### src/rtl/cpu_core.sv
// 8-bit two-cycle (fetch/execute) RISC core: four registers, 4-bit PC, and a shared
// 16-word memory that reads combinationally and writes synchronously.
module cpu_core (
  input  logic       clk,
  input  logic       clr,
  output logic       read,
  output logic       write,
  input  logic [7:0] memoryOut,
  output logic [7:0] memoryIn,
  output logic [3:0] address
);

  typedef enum logic {StFetch, StExec} state_e;

  state_e          state_q, state_d;
  logic [3:0]      pc_q, pc_d;
  logic [7:0]      ir_q, ir_d;
  logic [3:0][7:0] regs_q, regs_d;

  logic [1:0] op, sel_hi, sel_rs, fn;
  logic [3:0] imm_addr;
  logic [7:0] rd_val, rs_val;

  assign op       = ir_q[7:6];
  assign sel_hi   = ir_q[5:4];
  assign sel_rs   = ir_q[3:2];
  assign fn       = ir_q[1:0];
  assign imm_addr = ir_q[3:0];
  assign rd_val   = regs_q[sel_hi];
  assign rs_val   = regs_q[sel_rs];

  // Store data always follows IR[5:4]; it only matters while write is high.
  assign memoryIn = rd_val;

  always_ff @(posedge clk or posedge clr) begin
    if (clr) begin
      state_q <= StFetch;
      pc_q    <= 4'h0;
      ir_q    <= 8'h00;
      regs_q  <= '0;
    end else begin
      state_q <= state_d;
      pc_q    <= pc_d;
      ir_q    <= ir_d;
      regs_q  <= regs_d;
    end
  end

  always_comb begin
    state_d = state_q;
    pc_d    = pc_q;
    ir_d    = ir_q;
    regs_d  = regs_q;
    address = pc_q;
    read    = 1'b0;
    write   = 1'b0;

    unique case (state_q)
      StFetch: begin
        read    = 1'b1;
        ir_d    = memoryOut;
        pc_d    = pc_q + 4'd1;
        state_d = StExec;
      end
      StExec: begin
        state_d = StFetch;
        unique case (op)
          2'b00: begin
            address        = imm_addr;
            read           = 1'b1;
            regs_d[sel_hi] = memoryOut;
          end
          2'b01: begin
            unique case (fn)
              2'b00: regs_d[sel_hi] = {1'b0, rs_val[7:1]};
              2'b01: regs_d[sel_hi] = rd_val + rs_val;
              2'b10: regs_d[sel_hi] = rd_val - rs_val;
              2'b11: regs_d[sel_hi] = rd_val & rs_val;
            endcase
          end
          2'b10: begin
            address = imm_addr;
            write   = 1'b1;
          end
          2'b11: begin
            if (rd_val == 8'h00) begin
              pc_d = imm_addr;
            end
          end
        endcase
      end
    endcase
  end

endmodule

### config.mk
export PLATFORM = sky130hd
export DESIGN_NAME = cpu_core
export DESIGN_NICKNAME = d
export VERILOG_FILES = /design/src/rtl/cpu_core.sv
export SDC_FILE = /design/constraint.sdc
export NUM_CORES = 1
export LEC_CHECK = 0
export CAP_MARGIN = 20
export CORE_ASPECT_RATIO = 1.1
export CORE_UTILIZATION = 40
export CTS_CLUSTER_DIAMETER = 200
export DETAILED_ROUTE_END_ITERATION = 10
export PLACE_DENSITY = 0.59
export SYNTH_ARGS = -nofsm -noshare
export SYNTH_HDL_FRONTEND = slang
export SYNTH_SLANG_ARGS = --single-unit
### constraint.sdc
create_clock -name clk -period 3.6 [get_ports clk]
set_input_delay 0.54 -clock clk [delete_from_list [all_inputs] [get_ports clk]]
set_output_delay 0.54 -clock clk [all_outputs]
set_load 0.005 [all_outputs]
# Word level (Yosys, flattened, before mapping)
# Index checks and enable logic that the tools add are counted.
totals:
  latchBits: 0
  ram_bits: 0
  inputBits: 10
  regBits: 45
  romBits: 0
  mem_count: 0
classes:
  reduce_logical: 8
  magnitude_cmp: 3
  eq_ne: 8
  bitwise: 2
  div_mod_pow: 0
  shift: 0
  muxes: 23
  multipliers: 0
  add_sub_neg: 3
op_table:
  columns: ["operator", "n"]
  rows:
  - ["$bwmux 32", 5]
  - ["$pmux 32 s4", 1]
  - ["$pmux 32 s2", 1]
  - ["$bmux 8 s2", 2]
  - ["$mux 8", 3]
  - ["$demux 8 s2", 1]
  - ["$mux 4", 4]
  - ["$add 8x8->8", 1]
  - ["$and 8x8->8", 1]
  - ["$eq 2x2->1 const B", 4]
  - ["$logic_not 8->1", 1]
  - ["$pmux 4 s2", 1]
  - ["$sub 8x8->8", 1]
  - ["$lt 2x3->1 const B", 2]
  - ["$add 4x1->4 const B", 1]
  - ["$eq 2x1->1 const B", 2]
  - ["$logic_not 2->1", 2]
  - ["$ne 2x1->1 const B", 2]
  - ["$pmux 1 s2", 2]
  - ["$reduce_and 2->1", 2]
  - ["$mux 1", 3]
  - ["$ge 2x1->1 const B", 1]
  - ["$reduce_bool 2->1", 1]
  - ["$reduce_or 2->1", 1]
  - ["2 further kinds", 2]

# Longest topological paths before layout
# Gate-level depths: netlist (run 1).
depth:
  ltp_word: 7
  mapped_depth: 12

# Worst setup path after synthesis (run 1)
# No wires, ideal clock.
synth_path:
  path_kind: "register to register"
  from: "register ir_q[4]"
  to: "register regs_q[15] (netlist name)"
  required_ns: 3.471
  period_less_slack_ns: 3.150
  slack_ns: 0.450
  arrival_time_ns: 3.021
  stages_incl_launch_ff: 12
  path_cell_list: "dfrtp_1 > buf_6 > clkbuf_1 > mux4_2 > ha_1 > clkbuf_1 > or2_2 > o311ai_1 > a2111oi_0 > nor3_1 > o21ai_0 > a31oi_1"
synth_via:
  word_cells_on_any_way: 17
  cone_classes: "add/sub: 2; order compare: 2; mux: 11; bitwise: 1; reduce/logical: 1"
synth_lines:
  columns: ["element", "line", "text"]
  rows:
  - ["start: declaration", "17", "logic [7:0] ir_q, ir_d;"]
  - ["start signal: assignment", "44", "ir_q <= ir_d;"]
  - ["$bmux 8 s2 *", "29", "assign rd_val = regs_q[sel_hi];"]
  - ["$mux 8 (not written as such) *", "29", null]
  - ["net memoryIn[2]", "9", "output logic [7:0] memoryIn,"]
  - ["$sub 8x8->8 / $add 8x8->8 (equally long branches)", "77, 76", null]
  - ["$bwmux 32, on equally long branches", "77, 76", null]
  - ["$pmux 32 s4 *", "74", "unique case (fn)"]
  - ["$pmux 32 s2 *", "67", "unique case (op)"]
  - ["end signal: assignment", "45", "regs_q <= regs_d;"]
  - ["end: declaration", "18", "logic [3:0][7:0] regs_q, regs_d;"]
# The timed path passes the listed nets; every way through them passes the cells marked *. The select of a mux whose other input is x is not followed.
# A chain may end at the register's enable or synchronous reset.

# Worst setup path after layout (run 1)
layout_path:
  from: "register ir_q[4]"
  to: "register regs_q[28] (netlist name)"
layout_via:
  elab_chain_len: 7
  word_cells_on_any_way: 17
  cone_classes: "add/sub: 2; order compare: 2; mux: 11; bitwise: 1; reduce/logical: 1"
layout_rtl:
  columns: ["element", "line"]
  rows:
  - ["branches (longest 6 deep; another with $sub 8x8->8)", null]
  - ["$pmux 32 s2 *", "67"]
# Every way passes the cells marked *. The select of a mux whose other input is x is not followed.

==> qor.yml, run 1 <==
worst_setup_path:
  cp_data_arrival_time_ns: 3.48
  startpoint_types: "register"
  crit-reg2reg-launch: "ir_q[4]$_DFFE_PP0N_"
  critPathKind: "register to register"
  crit_path_launch: "ir_q[4]$_DFFE_PP0N_"
  worst-endpoint-required_ns: 3.78
  critical_path_peak_fanout: 8
  worst_setup_path_end_kind: "register"
floorplanning:
  total_core_area_um2: 8450
  placementRows: 35
  die_area_um2: 9210
  num_io_pins: 24
  die_width_um: 91.6
  start_util_pct: 41.8
  dieHeight_um: 101
synthesis:
  ys.warnings.count: 0
  synth_top_area_share_pct: 31.9
  synth.area.top_cells: "dfrtp_1, mux4_2, ha_1, a21oi_1, nor2_1"
  post_synth_edffs: 0
  synth.net_count: 422
  ys_seq_area_share_pct: 31.9
  ys_types: 61
  synth.cell_area_um2: 3530
  netlist.top_cell.by_area: "dfrtp_1"
  postSynth.asyncResetShare_pct: 100
  synthFlopType: "dfrtp_1"
  postSynthCellCount: 393
  synth-seq-cells: 45
  post_synth.cell_area_avg_um2: 8.98
finish:
  finalNetCount: 442
  layout-drive-gt1-share_pct: 12.3
  num_antenna_cells: 0
  area_growth_pct: 13.5
  finalCoreUtilization_pct: 47.4
  layout.cells.non_filler: 524
timing:
  worst_hold_slack_ns: 0.475
  max_slew_margin_pct: 55.6
  worstMarginPinSlew_ns: 0.660
  report.final.slew_viol_count: 0
  timing.final.crit_share_pct: 91.8
  setup_viol_count_final: 0
  max_clock_freq_mhz: 303
  timing.setup.tns_ns: 0
  clock-skew-final_ns: 0.00838
  period_needed_ns: 3.30
  report.final.hold_viol_count: 0
  unrepaired_setup_endpoints_after_global_routing: "false"
route:
  route.met3.wl_um: 579
  route.final.wire_length_um: 9960
  detail_route.iter0.violations: 299
  postRouteAntennaNets: 0
  drt_first_pass_iters: 5
  wl_per_cell_um: 19.0
  drt-met1-wl_um: 4480
  detailed_route_wirelength_on_metal2_um: 4630
  highest_metal_layer_with_signal_wires: "met4"
  vias_per_cell: 6.08
  num_vias: 3185
  route.detailed.drc: 0
placement:
  hpwlAfterDp_um: 7480
  gpl.final_weighted_congestion: 0.919
  dp.cells: 516
  portBuffers: 23
grt:
  grt_pass1_wl_um: 16000
  globalRoute.totalOverflow: 0
  total_routing_usage_reported_by_global_routing_pct: 22.7
  grt_pass1_vias: 3010
  initial_antenna_violation_count: 0
  largest_net_degree_at_the_start_of_global_routing: 46
run_status:
  status: "completed"
power:
  p_per_area_nw_per_um2: 543
  ir_worst_vdd_uv: 235
  p_leak_nw: 1.68
clocking:
  cts-root-to-sink-buffers: 2
  clockRootBuffer: "clkbuf_8"
  cts_sinks: 45
  postCtsHoldBufs: 0
  worst_setup_hold_path_clk_slew_ns: 0.08
  worstSkewPairLatency_ns: 0.30
  cts_inserted_buffers: 5
  htree_levels: 2
  tritoncts: "done"
job:
  max_cap_viols: 0
worst_hold_path:
  min-delay-start: "state_q$_DFF_PP0_"
  min-delay-path-class: "register to register"
## report_power, final
part	switching [mW]	internal [mW]
registers	0.0963	0.606
logic	0.622	0.537
clock network	0.164	0.153
## cell families (layout without fill, tap and decap cells)
family,after synthesis,count (layout),share of synthesized area [%]
AOI/OAI and AO/OA,117,117,20.8
xor gates and xnor gates,7,7,1.74
adders and majority gates,19,19,7.16
buffers and inverters,40,60,4.50
DFF,45,45,31.9
muxes,37,37,16.6
and+or+nand+nor,128,128,17.3
## layer usage
| layer | up-vias | track usage (%) |
|---|---|---|
| met5 | - | 0 |
| met4 | 0 | 7.94 |
| met3 | 21 | 2.87 |
| met2 | 126 | 36.7 |
| met1 | 1554 | 31.5 |
| li1 | 1484 | - |
## final cells by class
type                            instances  area (um2)
Tap cell                              111         139
Sequential cell                        45        1130
Inverter                               16        60.1
Timing Repair Buffer                   37         348
Multi-Input combinational cell        308        2250
Fill cell                             812        4440
Clock buffer                            7        86.3
## flip-flops by register name, summed over array words and instances (netlist names)
signal / cells
pc_q: 4
state_q: 1
ir_q: 8
regs_q: 32
## placed cells by master (no fill, tap or decap), types with 6 or more instances in the layout
cell type | netlist | final
nand2b_1 | 8 | 8
mux2i_1 | 8 | 8
nor3_1 | 10 | 10
nand3_1 | 7 | 7
o21ai_1 | 11 | 11
clkbuf_8 | 0 | 6
a211oi_1 | 6 | 6
buf_4 | 0 | 13
mux4_2 | 16 | 16
inv_1 | 14 | 13
nand2_1 | 33 | 33
nor2_1 | 41 | 41
dfrtp_1 | 45 | 43
mux2_2 | 8 | 8
a21oi_1 | 31 | 31
clkdlybuf4s50_1 | 0 | 23
a31oi_1 | 10 | 10
ha_1 | 17 | 17
nor2b_1 | 9 | 9
o21ai_0 | 21 | 21
## metrics by stage
step                      cell area (um2)  power, mW  setup WS, ns
final                                4010       2.18         0.296
after global routing                 4010       2.34         0.122
after CTS                            3990       2.17         0.158
after detailed placement             3900       1.85         0.192
after global placement               3900       1.83         0.227
after floorplan                      3530       1.49         0.450
## critical path: stages (launching register included)
cell	delay (ns)
dfrtp_2	0.52
mux4_2	0.62
inv_1	0.11
ha_1	0.17
inv_1	0.06
fa_1	0.43
a21o_1	0.20
a21oi_1	0.18
xor2_1	0.28
o21ai_0	0.16
o311a_1	0.30
nand3b_1	0.16
## synthesized netlist by cell type (3+ instances only)
cell / instances
dfrtp_1: 45
nor2_1: 41
nand2_1: 33
a21oi_1: 31
o21ai_0: 21
clkbuf_1: 20
ha_1: 17
mux4_2: 16
inv_1: 14
o21ai_1: 11
a31oi_1: 10
nor3_1: 10
nor2b_1: 9
mux2_2: 8
mux2i_1: 8
nand2b_1: 8
nand3_1: 7
a211oi_1: 6
mux2_1: 5
a22oi_1: 4
xnor2_1: 4
o211ai_1: 3
o21a_1: 3
o21bai_1: 3
o31a_1: 3
xor2_1: 3
## repair_timing
item	CTS	global route
setup endpoints to repair	0	2
endpoints found under the hold margin	0	0
gates resized for setup	0	2
buffers inserted	0	0
## path summary, 6_finish.rpt
check | slack, ns | end | cells past startpoint
setup / recovery | 0.30 | regs_q[28]$_DFFE_PP0P_ | 11
min in group asynchronous | 0.49 | ir_q[0]$_DFFE_PP0N_ | 2
hold / removal | 0.47 | state_q$_DFF_PP0_ | 1
max in group asynchronous | 2.62 | ir_q[4]$_DFFE_PP0N_ | 3
hold reg to reg | 0.47 | state_q$_DFF_PP0_ | 1
setup reg to reg | 0.30 | regs_q[28]$_DFFE_PP0P_ | 11
Power figures use the tool's default switching activity.
==> run 2, diff against run 1 <==
--- a/config.mk
+++ b/config.mk
@@ -11,6 +11,7 @@
 export CTS_CLUSTER_DIAMETER = 200
 export DETAILED_ROUTE_END_ITERATION = 10
 export PLACE_DENSITY = 0.59
+export SLEW_MARGIN = 20
 export SYNTH_ARGS = -nofsm -noshare
 export SYNTH_HDL_FRONTEND = slang
 export SYNTH_SLANG_ARGS = --single-unit
==> results of run 2 <==
Final layout, timing and power as in run 1 (identical DEF).
